## src/rtl/mux_scan_reg.sv

```systemverilog
// mux_scan_reg
// Registered N_CH-channel, W-bit multiplexer with a valid/ready output.
// The channel comes either from a manual select or from an auto-scan
// round-robin. The scan dwells DWELL accepted beats on each channel and
// skips channels that are masked off in ch_en.
//
// Ports
//   clk        system clock
//   rst        synchronous reset, active-low (0 = reset)
//   mode       0 = manual select, 1 = auto-scan
//   sel_in     manual channel index
//   ch_en      per-channel enable mask
//   data_in    packed channel data, channel i = data_in[i*W +: W]
//   out_ready  downstream accepts the current beat
//   out_valid  out_data/out_sel hold a valid beat
//   out_data   selected channel data (registered)
//   out_sel    index of the channel in out_data
//   out_onehot 1<<out_sel when out_valid, else 0 (only with MUX_SCAN_ONEHOT_EN)
//
// Optional feature macro: MUX_SCAN_ONEHOT_EN adds the out_onehot port.
module mux_scan_reg #(
    parameter int N_CH  = 4,
    parameter int W     = 8,
    parameter int DWELL = 16,
    parameter int W_SEL = $clog2(N_CH)
) (
    input  logic              clk,
    input  logic              rst,
    input  logic              mode,
    input  logic [W_SEL-1:0]  sel_in,
    input  logic [N_CH-1:0]   ch_en,
    input  logic [N_CH*W-1:0] data_in,
    input  logic              out_ready,
    output logic              out_valid,
    output logic [W-1:0]      out_data,
    output logic [W_SEL-1:0]  out_sel
`ifdef MUX_SCAN_ONEHOT_EN
    ,
    output logic [N_CH-1:0]   out_onehot
`endif
);

    localparam int DW = $clog2(DWELL + 1);

    localparam logic [0:0] ST_IDLE = 1'b0;
    localparam logic [0:0] ST_RUN  = 1'b1;

    logic [0:0]       state, state_nxt;
    logic [W_SEL-1:0] cur, cur_nxt, cur_upd;
    logic [DW-1:0]    dwell_cnt, dwell_eff, dwell_upd;
    logic             load, any_en, sel_ok, valid_nxt;
    logic [W-1:0]     data_nxt;
`ifdef MUX_SCAN_ONEHOT_EN
    logic [N_CH-1:0]  onehot_nxt;
`endif

    // First enabled channel at or after start, wrapping N_CH-1 -> 0.
    // Returns start itself when nothing is enabled, so cur holds.
    function automatic logic [W_SEL-1:0] find_en(input logic [W_SEL-1:0] start,
                                                 input logic [N_CH-1:0]  en);
        logic [W_SEL-1:0] res;
        logic             found;
        int               idx;
        res   = start;
        found = 1'b0;
        for (int k = 0; k < N_CH; k++) begin
            idx = int'(start) + k;
            if (idx >= N_CH) idx = idx - N_CH;
            if (!found && en[idx]) begin
                res   = W_SEL'(idx);
                found = 1'b1;
            end
        end
        return res;
    endfunction

    function automatic logic [W_SEL-1:0] next_idx(input logic [W_SEL-1:0] idx);
        return (idx == W_SEL'(N_CH - 1)) ? '0 : idx + W_SEL'(1);
    endfunction

    // cur always holds the channel the next scan load should present.
    // In manual mode it shadows sel_in (clamped) so a switch to scan starts
    // from the last manual channel with a fresh dwell count.
    always_comb begin
        load      = !out_valid || out_ready;
        any_en    = |ch_en;
        sel_ok    = int'(sel_in) < N_CH;
        state_nxt = state;
        cur_nxt   = cur;
        cur_upd   = cur;
        dwell_eff = '0;
        dwell_upd = dwell_cnt;
        if (!mode) begin
            cur_nxt   = sel_in;
            cur_upd   = sel_ok ? sel_in : '0;
            dwell_upd = '0;
        end else if (!any_en) begin
            state_nxt = ST_IDLE;
            dwell_upd = '0;
        end else begin
            state_nxt = ST_RUN;
            if (state == ST_RUN && ch_en[cur]) begin
                cur_nxt   = cur;
                dwell_eff = dwell_cnt;
            end else begin
                // Entering RUN or current channel was masked off: restart dwell
                cur_nxt   = find_en(cur, ch_en);
                dwell_eff = '0;
            end
            if (dwell_eff == DW'(DWELL - 1)) begin
                cur_upd   = find_en(next_idx(cur_nxt), ch_en);
                dwell_upd = '0;
            end else begin
                cur_upd   = cur_nxt;
                dwell_upd = dwell_eff + DW'(1);
            end
        end
    end

    // Output mux; an out-of-range index yields zero data and no valid.
    always_comb begin
        data_nxt  = '0;
        valid_nxt = 1'b0;
`ifdef MUX_SCAN_ONEHOT_EN
        onehot_nxt = '0;
`endif
        for (int i = 0; i < N_CH; i++) begin
            if (cur_nxt == W_SEL'(i)) begin
                data_nxt  = data_in[i*W +: W];
                valid_nxt = ch_en[i];
`ifdef MUX_SCAN_ONEHOT_EN
                onehot_nxt[i] = ch_en[i];
`endif
            end
        end
    end

    // Everything advances only on a load, so backpressure freezes both the
    // output beat and the scan position.
    always_ff @(posedge clk) begin
        if (!rst) begin
            out_valid <= 1'b0;
            out_data  <= '0;
            out_sel   <= '0;
            cur       <= '0;
            dwell_cnt <= '0;
            state     <= ST_IDLE;
`ifdef MUX_SCAN_ONEHOT_EN
            out_onehot <= '0;
`endif
        end else if (load) begin
            out_valid <= valid_nxt;
            out_data  <= data_nxt;
            out_sel   <= cur_nxt;
            cur       <= cur_upd;
            dwell_cnt <= dwell_upd;
            state     <= state_nxt;
`ifdef MUX_SCAN_ONEHOT_EN
            out_onehot <= onehot_nxt;
`endif
        end
    end

endmodule

```

## config.mk

```make
export PLATFORM = sky130hd
export DESIGN_NAME = mux_scan_reg
export DESIGN_NICKNAME = d
export VERILOG_FILES = /design/src/rtl/mux_scan_reg.sv
export SDC_FILE = /design/constraint.sdc
export NUM_CORES = 1
export LEC_CHECK = 0
export ABC_AREA = 1
export CELL_PAD_IN_SITES_DETAIL_PLACEMENT = 0
export CELL_PAD_IN_SITES_GLOBAL_PLACEMENT = 2
export CORE_ASPECT_RATIO = 2
export CORE_UTILIZATION = 23
export CTS_CLUSTER_SIZE = 24
export DETAILED_ROUTE_END_ITERATION = 10
export GPL_ROUTABILITY_DRIVEN = 0
export GPL_TIMING_DRIVEN = 1
export PLACE_DENSITY = 0.75
export SYNTH_ARGS = -nofsm -noshare
export SYNTH_HDL_FRONTEND = slang
export SYNTH_SLANG_ARGS = --single-unit
```

## constraint.sdc

```tcl
create_clock -name clk -period 2.4 [get_ports clk]
set_clock_uncertainty 0.05 [all_clocks]
set_input_delay 0.48 -clock clk [delete_from_list [all_inputs] [get_ports clk]]
set_output_delay 0.48 -clock clk [all_outputs]
set_load 0.02 [all_outputs]
```

* Yosys cells after proc, flatten, opt, wreduce, memory -nomap -nowiden
Index checks and enable logic that the tools add are counted.
Storage, ports and cells: register bits 19, input port bits 42, output and inout port bits 11
Cells by class: $add $sub $neg 16, order comparisons 17, equality and inequality tests 6, mux-type cells 114, reductions and logical operators 19
Operators with widths (number):
- 2-to-1 mux 32 bit | 32
- < comparator 32 x 4 -> 1 bit, second input constant | 8
- 2-to-1 mux 1 bit | 46
- 2-to-1 mux 2 bit | 17
- 2-to-1 mux 8 bit | 4
- 2-to-1 mux 5 bit | 6
- subtractor 3 x 3 -> 4 bit, second input constant | 6
- binary-select mux 1 bit (select 2 bit) | 9
- >= comparator 3 bit, second input constant | 6
- adder 2 x 2 -> 3 bit, second input constant | 4
- subtractor 2 x 3 -> 4 bit, second input constant | 2
- logical AND 1 bit | 7
- logical NOT 1 bit | 7
- adder 2 x 1 -> 3 bit, second input constant | 2
- == test 2 bit, second input constant | 3
- >= comparator 2 x 3 -> 1 bit, second input constant | 2
- adder 5 x 1 -> 5 bit, second input constant | 1
- == test 5 x 4 -> 1 bit, second input constant | 1
- AND reduction 2 bit | 2
- OR reduction 4 bit | 1
- < comparator 2 x 3 -> 1 bit, second input constant | 1
- adder 2 x 1 -> 2 bit, second input constant | 1
- == test 2 x 1 -> 1 bit, second input constant | 1
- logical NOT 2 bit | 1
- 2 further kinds | 2

* Longest topological paths before layout
Gate-level depths: netlist (run 1).
word-level depth 63, gate-level depth with buffers 24, mapped depth without buffers 23

* Worst setup path before layout (run 1)
Ideal clock, no wire load.
kind input port to flip-flop, start in ch_en[2], end reg cur[1], setup time 0.066 ns, arrival time 1.963 ns, required time 2.284 ns, setup slack 0.321 ns, cell stages on the path 18, path buffers 0, cell sequence inv_1 -> nand2_1 -> nand2_1 -> nand2_1 -> nand2_1 -> nand4_1 -> or2_4 -> nand2_4 -> nand2_1 -> nand3_2 -> nand2_2 -> nor2_4 -> nand2_2 -> nand2_2 -> inv_2 -> nand3_2 -> nand2_1 -> a21oi_2
Between the ends: longest elaborated chain between the ends 57, elaborated cells between the ends (all ways) 114
RTL lines:
- from (decl) | line 31 | input logic [N_CH-1:0] ch_en,
- binary-select mux 1 bit (select 2 bit) | line 69 | if (!found && en[idx]) begin
- 2-to-1 mux 1 bit (not written as such) (2 in a row) | line 69
- 2-to-1 mux 1 bit | line 69
- 2-to-1 mux 1 bit | line 102 | if (state == ST_RUN && ch_en[cur]) begin
- 2-to-1 mux 1 bit | line 97 | end else if (!any_en) begin
- 2-to-1 mux 1 bit | line 93 | if (!mode) begin
- logical NOT 1 bit | line 69
- logical AND 1 bit | line 69
- [40 not listed]
- 2-to-1 mux 1 bit | line 97
- 2-to-1 mux 1 bit | line 93
- logical NOT 1 bit | line 69
- logical AND 1 bit | line 69
- 2-to-1 mux 2 bit | line 69
- 2-to-1 mux 2 bit | line 110 | if (dwell_eff == DW'(DWELL - 1)) begin
- 2-to-1 mux 2 bit | line 97
- 2-to-1 mux 2 bit | line 93
- to (signal assigned) | line 155 | cur <= cur_upd;
- to (decl) | line 49 | logic [W_SEL-1:0] cur, cur_nxt, cur_upd;
Several ways; a longest one is shown, not always the timed one. The select of a mux whose other input is x is not followed. A chain may end at the register's enable or synchronous reset.

* Final worst setup path (run 1)
start reg cur[0], end reg out_valid
Between the ends: longest elaborated chain between the ends 37, elaborated cells between the ends (all ways) 77
RTL lines:
- subtractor 2 x 3 -> 4 bit or >= comparator 2 x 3 -> 1 bit (tied branches) | line 68 | if (idx >= N_CH) idx = idx - N_CH;
- 2-to-1 mux 32 bit | line 68
- 2-to-1 mux 32 bit | line 102
- 2-to-1 mux 32 bit | line 97
- 2-to-1 mux 32 bit | line 93
- binary-select mux 1 bit (select 2 bit) | line 69
- 2-to-1 mux 1 bit (not written as such) (2 in a row) | line 69
- 2-to-1 mux 1 bit | line 69
- [18 not listed]
- 2-to-1 mux 2 bit | line 102
- 2-to-1 mux 2 bit | line 97
- 2-to-1 mux 2 bit | line 93
- 2-to-1 mux 2 bit * | line 97
- 2-to-1 mux 2 bit * | line 93
- logical NOT 2 bit | line 128 | if (cur_nxt == W_SEL'(i)) begin
- 2-to-1 mux 1 bit (3 in a row) | line 128
- 2-to-1 mux 1 bit * | line 128
- to (signal assigned) | line 152 | out_valid <= valid_nxt;
- to (decl) | line 34 | output logic out_valid,
Every way passes the cells marked *; elsewhere a longest branch is shown, timed or not. The select of a mux whose other input is x is not followed.

==> results of run 1 <==
==> layer usage <==
metal | vias up | wire (um) | track usage (%)
met3 | 14 | 134 | 1.28
li1 | 1105 | - | -
met5 | - | 0 | 0
met2 | 49 | 4170 | 39.1
met1 | 1030 | 2250 | 16.3
met4 | 0 | 177 | 6.53
==> area by class of cell <==
cell class,instances,area (um2),area share (%)
Clock buffer,3,75.1,2.45
Clock inverter,1,5.00,0.163
Inverter,30,138,4.49
Multi-Input combinational cell,206,1340,43.8
Sequential cell,19,388,12.7
Tap cell,88,110,3.59
Timing Repair Buffer,116,1010,32.9
==> cell families (layout without fill, tap and decap cells) <==
family                   after synthesis  count (layout)  synth area share (%)
XOR/XNOR                               1               1                 0.541
adder cells (fa/ha/maj)                1               1                 0.773
buffers and inverters                 36             150                  9.44
flip-flops                            19              19                  23.5
AND/OR/NAND/NOR                      153             156                  45.9
AO/OA/AOI/OAI                         48              48                  19.8
==> cells in the mapped netlist, drive strengths merged <==
library cell    n
nand3          33
a22oi           8
o211ai          1
a31oi           2
nand3b          1
a41oi           7
xor2            1
nor3            1
o21bai          1
buf             3
inv            30
o21ai          16
nand2         100
nand4           3
a21oi          13
or2             1
nor2           13
dfxtp          19
clkbuf          3
ha              1
nor4            1
==> flip-flops by register name, indices dropped and copies added (netlist names) <==
register / flops
out_valid: 1
dwell_cnt: 5
state: 1
out_data: 8
cur: 2
out_sel: 2
==> path summary, 6_finish.rpt <==
path / startpoint / endpoint / cells past startpoint
min reg2reg: dwell_cnt[4] / dwell_cnt[4] / 2
min: dwell_cnt[4] / dwell_cnt[4] / 2
max reg2reg: cur[0] / out_valid / 15
max: cur[0] / out_valid / 15
==> power groups by stage <==
| stage | clock network [W] | registers, W | logic [W] |
|---|---|---|---|
| final | 0.000350 | 0.000409 | 0.00152 |
| after global routing | 0.000362 | 0.000415 | 0.00164 |
| after CTS | 0.000359 | 0.000394 | 0.00123 |
| after detailed placement | 0 | 0.000398 | 0.00116 |
| after global placement | 0 | 0.000399 | 0.00117 |
| after floorplan | 0 | 0.000437 | 0.000631 |
==> worst reg2reg max path, delay by kind of cell, from the launching register on <==
| family | cells | cell delay, ps |
|---|---|---|
| AO/OA/AOI/OAI | 4 | 350 |
| AND/OR/NAND/NOR | 9 | 1120 |
| flip-flops | 1 | 400 |
| buffers and inverters | 2 | 310 |
==> per-stage QoR <==
step / TNS [ps] / utilization, % / instance area [um2] / hold WS, ps
6_report: 0 / 45.6 / 3070 / 415
5_1_grt: -300 / 45.6 / 3070 / 444
4_1_cts: -5.08 / 40.3 / 2710 / 421
3_5_place_dp: -6220 / 38.1 / 2560 / 411
3_3_place_gp: -6480 / 38.1 / 2560 / 411
2_1_floorplan: 0 / - / 1620 / 395
==> what timing repair did <==
item / in CTS / in global routing
pin swaps: 8 / 37
endpoints found under the setup margin: 12 / 12
gates resized for setup: 19 / 71
endpoints found under the hold margin: 0 / 0
cloned: 1 / 2
buffers inserted: 5 / 17
==> flow_results.xml, run 1 <==
<?xml version="1.0" encoding="UTF-8"?>
<metrics>
  <group name="global_routing">
    <metric name="wire_length_of_the_first_global_routing_pass" unit="mm">10.1</metric>
    <metric name="grt_max_degree" unit="">14</metric>
    <metric name="grt_remaining_overflow" unit="">0</metric>
    <metric name="antenna_found_initial" unit="">0</metric>
    <metric name="first_global_vias" unit="">2234</metric>
    <metric name="total_routing_usage_gr" unit="%">18.6</metric>
  </group>
  <group name="detailed_routing">
    <metric name="dr_total_vias" unit="">2198</metric>
    <metric name="drt_iter0_markers" unit="">92</metric>
    <metric name="route.detailed.wl_per_inst" unit="um">14.5</metric>
    <metric name="avgViaCountPerCell" unit="">4.75</metric>
    <metric name="detail_route.wirelength" unit="mm">6.73</metric>
    <metric name="detailedRoute.firstPassIterationCount" unit="">4</metric>
    <metric name="drcViolationCount" unit="">0</metric>
    <metric name="antenna_violating_nets_post_route" unit="">0</metric>
  </group>
  <group name="clock_network">
    <metric name="h_tree_depth" unit="">1</metric>
    <metric name="clkTransAtPathRegs" unit="ps">60</metric>
    <metric name="clock_tree_from_tritoncts" unit="">done</metric>
    <metric name="worst_skew_pair.late_latency" unit="ps">250</metric>
    <metric name="numCtsBuffers" unit="">3</metric>
    <metric name="clock_path_buffers" unit="">2</metric>
    <metric name="holdBufCountCts" unit="">0</metric>
    <metric name="buffer_type_at_the_clock_tree_root" unit="">clkbuf_16</metric>
    <metric name="tritoncts_num_sinks" unit="">19</metric>
  </group>
  <group name="worst_setup_path">
    <metric name="worst-path-max-fanout" unit="">7</metric>
    <metric name="worst_path_dominant_cell_family" unit="">simple AND/OR/NAND/NOR gates</metric>
    <metric name="worst-endpoint-arrival" unit="ps">2440</metric>
    <metric name="worst_ep_required_time" unit="ps">2520</metric>
    <metric name="critPathMostFrequentCell" unit="">nand2_2</metric>
    <metric name="crit_path_top_delay_cell" unit="">dfxtp_4</metric>
    <metric name="critPathMaxStageDelay" unit="ps">400</metric>
    <metric name="path_class" unit="">reg2reg</metric>
    <metric name="critical_path.n_buffers_inverters" unit="">2</metric>
    <metric name="end_kind" unit="">flop</metric>
    <metric name="path_cells" unit="">buf_8 -&gt; nand2_4 -&gt; nand2_4 -&gt; nand2_2 -&gt; nand2_2 -&gt; nand4_1 -&gt; or2_4 -&gt; nand2_8 -&gt; o21ai_4 -&gt; buf_12 -&gt; nor2_4 -&gt; nand2_2 -&gt; o21ai_2 -&gt; a21oi_2 -&gt; a31oi_1</metric>
    <metric name="cp-start-kind" unit="">flop</metric>
    <metric name="setup.reg_to_reg.worst_slack" unit="ps">70</metric>
  </group>
  <group name="floorplan">
    <metric name="design.core.area" unit="mm2">0.00673</metric>
    <metric name="number_of_core_rows" unit="">42</metric>
    <metric name="floorplan.die_area" unit="mm2">0.00739</metric>
    <metric name="initial_utilization" unit="%">24.1</metric>
    <metric name="top_level_ports" unit="">53</metric>
    <metric name="fp.dieW" unit="um">61.3</metric>
    <metric name="die_height" unit="um">121</metric>
  </group>
  <group name="power">
    <metric name="vdd_drop_max" unit="V">0.000367</metric>
    <metric name="pwr-share-seq" unit="%">18.0</metric>
    <metric name="clock_share_of_power" unit="%">15.4</metric>
    <metric name="pwr_per_cell_area" unit="mW/mm2">743</metric>
    <metric name="power.share.switching" unit="%">44.0</metric>
    <metric name="internal_power" unit="W">0.00128</metric>
    <metric name="pwr-share-comb" unit="%">66.7</metric>
    <metric name="p_total" unit="W">0.00228</metric>
    <metric name="switching_power" unit="W">0.00100</metric>
    <metric name="leakage_power_summed_over_all_cells" unit="nW">1.38</metric>
  </group>
  <group name="cells_and_area">
    <metric name="diodes" unit="">0</metric>
    <metric name="finalNetCount" unit="">419</metric>
    <metric name="stdcell_count" unit="">463</metric>
    <metric name="layout_common_cells" unit="">buf_4 (60), nand2_1 (56), clkdlybuf4s50_1 (48)</metric>
    <metric name="fillerInstances" unit="">731</metric>
    <metric name="drive_above_1_share" unit="%">41.9</metric>
    <metric name="area_delta_synth_final" unit="%">89.5</metric>
    <metric name="final_common_cell" unit="">buf_4</metric>
  </group>
  <group name="placement">
    <metric name="dpl_worst_slack" unit="ps">-566</metric>
    <metric name="post-place-cells" unit="">437</metric>
    <metric name="dp.final_hpwl" unit="mm">5.06</metric>
    <metric name="io_buffer_count" unit="">52</metric>
  </group>
  <group name="sta">
    <metric name="grt_setup_unrepaired" unit="">yes</metric>
    <metric name="timing_worst_slew_pin_value" unit="ps">447</metric>
    <metric name="timing.final.crit_period" unit="ps">2330</metric>
    <metric name="timing.final.max_slew_violations" unit="">0</metric>
    <metric name="fin_crit_sh" unit="%">96.9</metric>
    <metric name="clock.fmax" unit="MHz">430</metric>
    <metric name="setup_viol" unit="">0</metric>
    <metric name="max-slew-margin-rel" unit="%">70.1</metric>
    <metric name="postLayoutSetupSlackWorst" unit="ps">73.3</metric>
    <metric name="count_of_endpoints_failing_hold_in_the_final_timing_report" unit="">0</metric>
  </group>
  <group name="synthesis">
    <metric name="ys_types" unit="">34</metric>
    <metric name="post-synth-top-area-cell" unit="">dfxtp_1</metric>
    <metric name="syn-cell-area" unit="mm2">0.00162</metric>
    <metric name="nets_in_the_synthesized_netlist" unit="">301</metric>
    <metric name="synth_top_cells_by_area" unit="">dfxtp_1 (24%), nand2_1 (20%), nand3_1 (8.0%)</metric>
    <metric name="yosysWarningCount" unit="">0</metric>
    <metric name="post_synth_inst_count" unit="">258</metric>
    <metric name="ys_seq_elements" unit="">19</metric>
    <metric name="ys_seq_area_share" unit="%">23.5</metric>
    <metric name="netlist.area_leader.share" unit="%">23.5</metric>
    <metric name="post_synthesis_area_per_instance" unit="um2">6.27</metric>
  </group>
  <group name="status">
    <metric name="run_status" unit="">completed</metric>
  </group>
  <group name="run">
    <metric name="max-cap-violations" unit="">0</metric>
  </group>
  <group name="worst_hold_path">
    <metric name="hold_class" unit="">reg2reg</metric>
  </group>
</metrics>
No activity file was read; power rests on OpenSTA's default activity.
==> run 2, diff against run 1 <==
--- a/config.mk
+++ b/config.mk
@@ -15,6 +15,7 @@
 export GPL_ROUTABILITY_DRIVEN = 0
 export GPL_TIMING_DRIVEN = 1
 export PLACE_DENSITY = 0.75
+export REMOVE_ABC_BUFFERS = 1
 export SYNTH_ARGS = -nofsm -noshare
 export SYNTH_HDL_FRONTEND = slang
 export SYNTH_SLANG_ARGS = --single-unit
==> constraint.sdc (replaced) <==
create_clock -name clk -period 2.5 [get_ports clk]
set_clock_uncertainty 0.05 [all_clocks]
set_input_delay 0.5 -clock clk [delete_from_list [all_inputs] [get_ports clk]]
set_output_delay 0.5 -clock clk [all_outputs]
set_load 0.02 [all_outputs]
==> run 2 against run 1 <==
Global-route usage fell by 0.19 points. Worst setup slack improved by 31 ps. Sequential power down 6.6%. Wire length decreased by 8.6%. Sequential cell count did not move. Final cell count fell by 3.7%. Critical path type is now in2reg. Largest power group unchanged.
==> flow_results.xml, run 2 (synthesized netlist as in run 1, its figures left out) <==
<?xml version="1.0" encoding="UTF-8"?>
<metrics>
  <group name="status">
    <metric name="run_status" unit="">completed</metric>
  </group>
  <group name="global_routing">
    <metric name="grt_max_degree" unit="">21</metric>
    <metric name="wire_length_of_the_first_global_routing_pass" unit="mm">9.85</metric>
    <metric name="total_routing_usage_gr" unit="%">18.4</metric>
    <metric name="antenna_found_initial" unit="">0</metric>
    <metric name="grt_remaining_overflow" unit="">0</metric>
    <metric name="first_global_vias" unit="">2090</metric>
  </group>
  <group name="power">
    <metric name="internal_power" unit="W">0.00108</metric>
    <metric name="pwr_per_cell_area" unit="mW/mm2">700</metric>
    <metric name="clock_share_of_power" unit="%">18.1</metric>
    <metric name="vdd_drop_max" unit="V">0.000352</metric>
    <metric name="pwr-share-comb" unit="%">61.7</metric>
    <metric name="switching_power" unit="W">0.000804</metric>
    <metric name="pwr-share-seq" unit="%">20.3</metric>
    <metric name="power.share.switching" unit="%">42.7</metric>
    <metric name="leakage_power_summed_over_all_cells" unit="nW">1.23</metric>
  </group>
  <group name="sta">
    <metric name="timing.final.crit_period" unit="ps">2400</metric>
    <metric name="clock.fmax" unit="MHz">417</metric>
    <metric name="fin_crit_sh" unit="%">95.8</metric>
    <metric name="setup_viol" unit="">0</metric>
    <metric name="max-slew-margin-rel" unit="%">67.9</metric>
    <metric name="timing_worst_slew_pin_value" unit="ps">480</metric>
    <metric name="count_of_endpoints_failing_hold_in_the_final_timing_report" unit="">0</metric>
    <metric name="fin_setup_tns" unit="ps">0</metric>
    <metric name="timing.final.max_slew_violations" unit="">0</metric>
  </group>
  <group name="placement">
    <metric name="dp.final_hpwl" unit="mm">4.92</metric>
    <metric name="io_buffer_count" unit="">52</metric>
  </group>
  <group name="worst_setup_path">
    <metric name="worst-path-max-fanout" unit="">6</metric>
    <metric name="worst_ep_required_time" unit="ps">2630</metric>
    <metric name="cp-start-kind" unit="">input pin</metric>
    <metric name="end_kind" unit="">flop</metric>
    <metric name="setup.reg_to_reg.worst_slack" unit="ps">120</metric>
    <metric name="crit-reg2reg-launch" unit="">cur[0]</metric>
    <metric name="worst-endpoint-arrival" unit="ps">2520</metric>
    <metric name="path_class" unit="">in2reg</metric>
    <metric name="reg2reg_to" unit="">cur[0]</metric>
    <metric name="timing.reg2reg.worst_path_depth" unit="">16</metric>
  </group>
  <group name="worst_hold_path">
    <metric name="hold_class" unit="">reg2reg</metric>
    <metric name="min-delay-start" unit="">dwell_cnt[4]</metric>
    <metric name="whs_endpoint" unit="">dwell_cnt[4]</metric>
    <metric name="whs_path_depth" unit="">2</metric>
  </group>
  <group name="floorplan">
    <metric name="initial_utilization" unit="%">24.1</metric>
    <metric name="top_level_ports" unit="">53</metric>
    <metric name="floorplan.die_area" unit="mm2">0.00739</metric>
    <metric name="design.core.area" unit="mm2">0.00673</metric>
    <metric name="die_height" unit="um">121</metric>
    <metric name="number_of_core_rows" unit="">42</metric>
    <metric name="fp.dieW" unit="um">61.3</metric>
  </group>
  <group name="detailed_routing">
    <metric name="drcViolationCount" unit="">0</metric>
    <metric name="dr_total_vias" unit="">2054</metric>
    <metric name="detailedRoute.firstPassIterationCount" unit="">4</metric>
    <metric name="detail_route.wirelength" unit="mm">6.15</metric>
    <metric name="avgViaCountPerCell" unit="">4.61</metric>
    <metric name="route.detailed.wl_per_inst" unit="um">13.8</metric>
    <metric name="drt_iter0_markers" unit="">61</metric>
    <metric name="antenna_violating_nets_post_route" unit="">0</metric>
  </group>
  <group name="clock_network">
    <metric name="tritoncts_num_sinks" unit="">19</metric>
    <metric name="buffer_type_at_the_clock_tree_root" unit="">clkbuf_16</metric>
    <metric name="worst_skew_pair.late_latency" unit="ps">260</metric>
    <metric name="h_tree_depth" unit="">1</metric>
    <metric name="clkTransAtPathRegs" unit="ps">50</metric>
    <metric name="clock_tree_from_tritoncts" unit="">done</metric>
    <metric name="holdBufCountCts" unit="">0</metric>
    <metric name="clock_path_buffers" unit="">2</metric>
    <metric name="numCtsBuffers" unit="">3</metric>
  </group>
  <group name="cells_and_area">
    <metric name="drive_above_1_share" unit="%">28.5</metric>
    <metric name="finalNetCount" unit="">402</metric>
    <metric name="area_delta_synth_final" unit="%">66.4</metric>
    <metric name="fin_util" unit="%">40.0</metric>
    <metric name="largest_registers" unit="">out_data: 8 flops, dwell_cnt: 5 flops</metric>
    <metric name="largest_register_ff_count" unit="">8</metric>
    <metric name="fillerInstances" unit="">803</metric>
    <metric name="final_common_cell" unit="">nand2_1</metric>
    <metric name="layout_common_cells" unit="">nand2_1 (82), clkdlybuf4s50_1 (48), buf_4 (47)</metric>
    <metric name="diodes" unit="">0</metric>
    <metric name="registers.top_by_ff_count" unit="">out_data</metric>
  </group>
  <group name="run">
    <metric name="max-cap-violations" unit="">0</metric>
  </group>
</metrics>
run 2: cell type report:
cell class	instances	area (um2)	area share [%]
Clock buffer	4	78.8	2.93
Inverter	30	123	4.56
Multi-Input combinational cell	204	1110	41.3
Sequential cell	19	385	14.3
Tap cell	88	110	4.09
Timing Repair Buffer	101	883	32.8
run 2: per-stage QoR:
| stage | hold slack (ps) | worst slack, ps | instances | instance area, um2 | power [W] |
|---|---|---|---|---|---|
| floorplan | 395 | 206 | 252 | 1580 | 0.00101 |
| global placement | 406 | -479 | 438 | 2560 | 0.00152 |
| detailed placement | 407 | -446 | 438 | 2560 | 0.00151 |
| CTS | 416 | 15.5 | 443 | 2660 | 0.00188 |
| global route | 437 | -29.3 | 446 | 2690 | 0.00202 |
| finish | 413 | 104 | 446 | 2690 | 0.00188 |
run 2: worst max path at each step:
| stage | slack [ps] | cells after the start | startpoint | endpoint |
|---|---|---|---|---|
| after detailed placement | -450 | 18 | ch_en[3] | cur[1] |
| after global routing | -30 | 21 | cur[0] | cur[0] |
| after global placement | -480 | 18 | ch_en[3] | cur[1] |
| after CTS | 20 | 18 | cur[0] | out_data[4] |
| final | 100 | 17 | ch_en[0] | cur[0] |
| after floorplan | 210 | 15 | cur[0] | out_data[4] |
run 2: power groups by stage:
| stage | clock [W] | combinational, W | sequential [W] |
|---|---|---|---|
| floorplan | 0 | 0.000579 | 0.000430 |
| global placement | 0 | 0.00113 | 0.000384 |
| detailed placement | 0 | 0.00113 | 0.000382 |
| CTS | 0.000363 | 0.00114 | 0.000378 |
| global route | 0.000362 | 0.00127 | 0.000387 |
| finish | 0.000341 | 0.00116 | 0.000382 |
run 2: routing by layer:
metal / vias up / track usage [%] / routed length (um)
met5: - / 0 / 0
met3: 11 / 1.39 / 115
met2: 35 / 35.9 / 3680
met4: 0 / 9.80 / 187
li1: 1068 / - / -
met1: 940 / 17.2 / 2170
run 2: worst max-delay path, stage by stage:
cell           delay (ps)
dlygate4sd2_1         270
inv_1                  60
nand2_1                40
nand2_1                60
nand2_1                60
nand2_2               110
nand4_1               200
or2_4                 320
nand2_4               120
nand2_1               100
nand3_2               100
nand2_2                70
nor2_4                100
nand2_2                80
nand4_1                90
nand3_1                80
a21oi_1               140
run 2: repair_timing:
action                                  CTS  global route
pin swaps                                 3             7
gates cloned                              0             1
buffers inserted                          1             2
endpoints found under the setup margin   12            12
resized for setup                        10            16
==> run 3, diff against run 2 <==
--- a/config.mk
+++ b/config.mk
@@ -9,12 +9,13 @@
 export CELL_PAD_IN_SITES_DETAIL_PLACEMENT = 0
 export CELL_PAD_IN_SITES_GLOBAL_PLACEMENT = 2
 export CORE_ASPECT_RATIO = 2
-export CORE_UTILIZATION = 23
+export CORE_UTILIZATION = 34
 export CTS_CLUSTER_SIZE = 24
 export DETAILED_ROUTE_END_ITERATION = 10
+export DONT_BUFFER_PORTS = 1
 export GPL_ROUTABILITY_DRIVEN = 0
 export GPL_TIMING_DRIVEN = 1
-export PLACE_DENSITY = 0.75
+export PLACE_DENSITY = 0.79
 export REMOVE_ABC_BUFFERS = 1
 export SYNTH_ARGS = -nofsm -noshare
 export SYNTH_HDL_FRONTEND = slang
==> constraint.sdc (replaced) <==
create_clock -name clk -period 3.1 [get_ports clk]
set_clock_uncertainty 0.05 [all_clocks]
set_input_delay 0.62 -clock clk [delete_from_list [all_inputs] [get_ports clk]]
set_output_delay 0.62 -clock clk [all_outputs]
set_load 0.02 [all_outputs]
==> run 3 against run 2 <==
First-iteration DRC count is 20% lower. Clock power is 49% lower. Clock-buffer cell count fell by 1. Final cell count fell by 30%. Combinational power fell by 50%. Wire length shrank 21%. Via count decreased by 19%. Register-to-register slack improved by 400 ps. Sequential cell count unchanged. Hold slack better by 1.3 ps. Critical path type is now reg2reg. Largest cell class unchanged.
==> flow_results.xml, run 3 (synthesized netlist as in run 1, its figures left out) <==
<?xml version="1.0" encoding="UTF-8"?>
<metrics>
  <group name="detailed_routing">
    <metric name="antenna_violating_nets_post_route" unit="">0</metric>
    <metric name="route.detailed.wl_per_inst" unit="um">15.4</metric>
    <metric name="detailedRoute.firstPassIterationCount" unit="">4</metric>
    <metric name="avgViaCountPerCell" unit="">5.33</metric>
    <metric name="drt_iter0_markers" unit="">49</metric>
    <metric name="drcViolationCount" unit="">0</metric>
    <metric name="detail_route.wirelength" unit="mm">4.84</metric>
    <metric name="dr_total_vias" unit="">1674</metric>
  </group>
  <group name="placement">
    <metric name="io_buffer_count" unit="">0</metric>
    <metric name="post_dp_cell_area" unit="mm2">0.00167</metric>
    <metric name="dp.final_hpwl" unit="mm">3.80</metric>
  </group>
  <group name="cells_and_area">
    <metric name="diodes" unit="">0</metric>
    <metric name="drive_above_1_share" unit="%">17.4</metric>
    <metric name="final_common_cell" unit="">nand2_1</metric>
    <metric name="largest_registers" unit="">out_data: 8 flops, dwell_cnt: 5 flops</metric>
    <metric name="layout_common_cells" unit="">nand2_1 (85), nand3_1 (26), inv_1 (22)</metric>
    <metric name="finalNetCount" unit="">303</metric>
    <metric name="stdcell_area" unit="mm2">0.00172</metric>
    <metric name="registers.top_by_ff_count" unit="">out_data</metric>
    <metric name="largest_register_ff_count" unit="">8</metric>
    <metric name="area_delta_synth_final" unit="%">6.34</metric>
  </group>
  <group name="worst_setup_path">
    <metric name="path_class" unit="">reg2reg</metric>
    <metric name="worstSetupEndpoint" unit="">out_data[4]</metric>
    <metric name="worst-endpoint-arrival" unit="ps">2660</metric>
    <metric name="end_kind" unit="">flop</metric>
    <metric name="timing.reg2reg.worst_path_depth" unit="">16</metric>
    <metric name="setup.reg_to_reg.worst_slack" unit="ps">520</metric>
    <metric name="worst_ep_required_time" unit="ps">3190</metric>
    <metric name="reg2reg_to" unit="">out_data[4]</metric>
    <metric name="worst_setup_path_startpoint" unit="">cur[0]</metric>
    <metric name="crit-reg2reg-launch" unit="">cur[0]</metric>
    <metric name="cp-start-kind" unit="">flop</metric>
    <metric name="worst-path-max-fanout" unit="">13</metric>
  </group>
  <group name="power">
    <metric name="leakage_power_summed_over_all_cells" unit="nW">0.783</metric>
    <metric name="switching_power" unit="W">0.000551</metric>
    <metric name="internal_power" unit="W">0.000556</metric>
    <metric name="pwr-share-seq" unit="%">31.4</metric>
    <metric name="clock_share_of_power" unit="%">15.8</metric>
    <metric name="pwr-share-comb" unit="%">52.8</metric>
    <metric name="pwr_per_cell_area" unit="mW/mm2">644</metric>
    <metric name="vdd_drop_max" unit="V">0.000334</metric>
    <metric name="power.share.switching" unit="%">49.8</metric>
  </group>
  <group name="sta">
    <metric name="timing.final.crit_period" unit="ps">2580</metric>
    <metric name="count_of_endpoints_failing_hold_in_the_final_timing_report" unit="">0</metric>
    <metric name="grt_setup_unrepaired" unit="">no</metric>
    <metric name="setup_viol" unit="">0</metric>
    <metric name="timing_worst_slew_pin_value" unit="ps">565</metric>
    <metric name="fin_crit_sh" unit="%">83.2</metric>
    <metric name="clock.fmax" unit="MHz">388</metric>
    <metric name="timing.final.max_slew_violations" unit="">0</metric>
    <metric name="max-slew-margin-rel" unit="%">62.3</metric>
    <metric name="fin_setup_tns" unit="ps">0</metric>
  </group>
  <group name="clock_network">
    <metric name="clock_tree_from_tritoncts" unit="">done</metric>
    <metric name="tritoncts_num_sinks" unit="">19</metric>
    <metric name="clkTransAtPathRegs" unit="ps">80</metric>
    <metric name="numCtsBuffers" unit="">3</metric>
    <metric name="post_cts_repair_setup_buffers" unit="">0</metric>
    <metric name="h_tree_depth" unit="">1</metric>
    <metric name="clock_path_buffers" unit="">2</metric>
    <metric name="buffer_type_at_the_clock_tree_root" unit="">clkbuf_8</metric>
    <metric name="cts_repair_resize_count" unit="">0</metric>
    <metric name="holdBufCountCts" unit="">0</metric>
    <metric name="worst_skew_pair.late_latency" unit="ps">260</metric>
  </group>
  <group name="global_routing">
    <metric name="first_global_vias" unit="">1706</metric>
    <metric name="antenna_found_initial" unit="">0</metric>
    <metric name="wire_length_of_the_first_global_routing_pass" unit="mm">8.11</metric>
    <metric name="grt_remaining_overflow" unit="">0</metric>
    <metric name="grt_max_degree" unit="">22</metric>
    <metric name="total_routing_usage_gr" unit="%">21.2</metric>
  </group>
  <group name="floorplan">
    <metric name="floorplan.die_area" unit="mm2">0.00505</metric>
    <metric name="number_of_core_rows" unit="">35</metric>
    <metric name="top_level_ports" unit="">53</metric>
    <metric name="initial_utilization" unit="%">35.2</metric>
    <metric name="die_height" unit="um">99.6</metric>
    <metric name="fp.dieW" unit="um">50.8</metric>
    <metric name="design.core.area" unit="mm2">0.00460</metric>
  </group>
  <group name="status">
    <metric name="run_status" unit="">completed</metric>
  </group>
  <group name="run">
    <metric name="max-cap-violations" unit="">0</metric>
  </group>
  <group name="worst_hold_path">
    <metric name="hold_class" unit="">reg2reg</metric>
  </group>
</metrics>
run 3: changes by cell type in the layout (fill, tap and decap cells not counted), moves of 2 or more:
cell and delta:
nand2_1 +3, nand2_2 -4, clkbuf_8 +3, clkbuf_2 -3, dfxtp_1 +2, clkdlybuf4s50_1 -48
clkbuf_16 -3, buf_4 -44
run 3: per-layer routing:
metal | GRT usage (%) | part of all wire, %
met1 | 22.3 | 37
met2 | 40.5 | 56
met3 | 2.29 | 3.5
met4 | 8.76 | 3.2
met5 | 0 | 0
run 3: how the worst min path moves through the flow:
stage                      start      endpoint  slack (ps)  cells after the start
floorplan           dwell_cnt[4]  dwell_cnt[4]         400                      2
global placement    dwell_cnt[4]  dwell_cnt[4]         410                      2
detailed placement  dwell_cnt[4]  dwell_cnt[4]         410                      2
CTS                 dwell_cnt[4]  dwell_cnt[4]         420                      2
global route                 rst   out_data[4]         430                      2
finish              dwell_cnt[4]  dwell_cnt[4]         410                      2
run 3: area by class of cell:
class | count | area, um2
repair buffers | 3 | 22.5
clock buffers | 3 | 41.3
clock inverters | 1 | 5.00
fillers | 547 | 2880
flip-flops and latches | 19 | 380
multi-input cells | 203 | 1080
well taps | 55 | 68.8
inverters | 30 | 118
run 3: per-stage QoR:
stage	setup slack, ps	util [%]	power [W]	std cells	hold slack [ps]
floorplan	806	-	0.000814	252	395
global placement	501	36.4	0.000946	310	406
detailed placement	498	36.4	0.000945	310	405
CTS	483	37.4	0.00112	314	417
global route	216	37.4	0.00121	314	433
finish	521	37.4	0.00111	314	415
run 3: power groups by stage:
| stage | logic [W] | registers, W | clock network, W |
|---|---|---|---|
| 6_report | 0.000585 | 0.000348 | 0.000175 |
| 5_1_grt | 0.000667 | 0.000353 | 0.000189 |
| 4_1_cts | 0.000593 | 0.000348 | 0.000183 |
| 3_5_place_dp | 0.000591 | 0.000353 | 0 |
| 3_3_place_gp | 0.000592 | 0.000354 | 0 |
| 2_1_floorplan | 0.000467 | 0.000347 | 0 |
run 3: worst max-delay path, stage by stage (launching register included):
cell	delay, ps
dfxtp_1	470
buf_4	220
nand2_1	100
nand3_2	100
nand2_4	80
nand3_1	120
nand2_1	60
nand2_1	50
nand2_1	60
nand2_2	100
nand2_4	90
o21ai_4	370
nor2_2	180
nand2_1	100
nand3_1	70
a31oi_1	140
a21oi_1	80
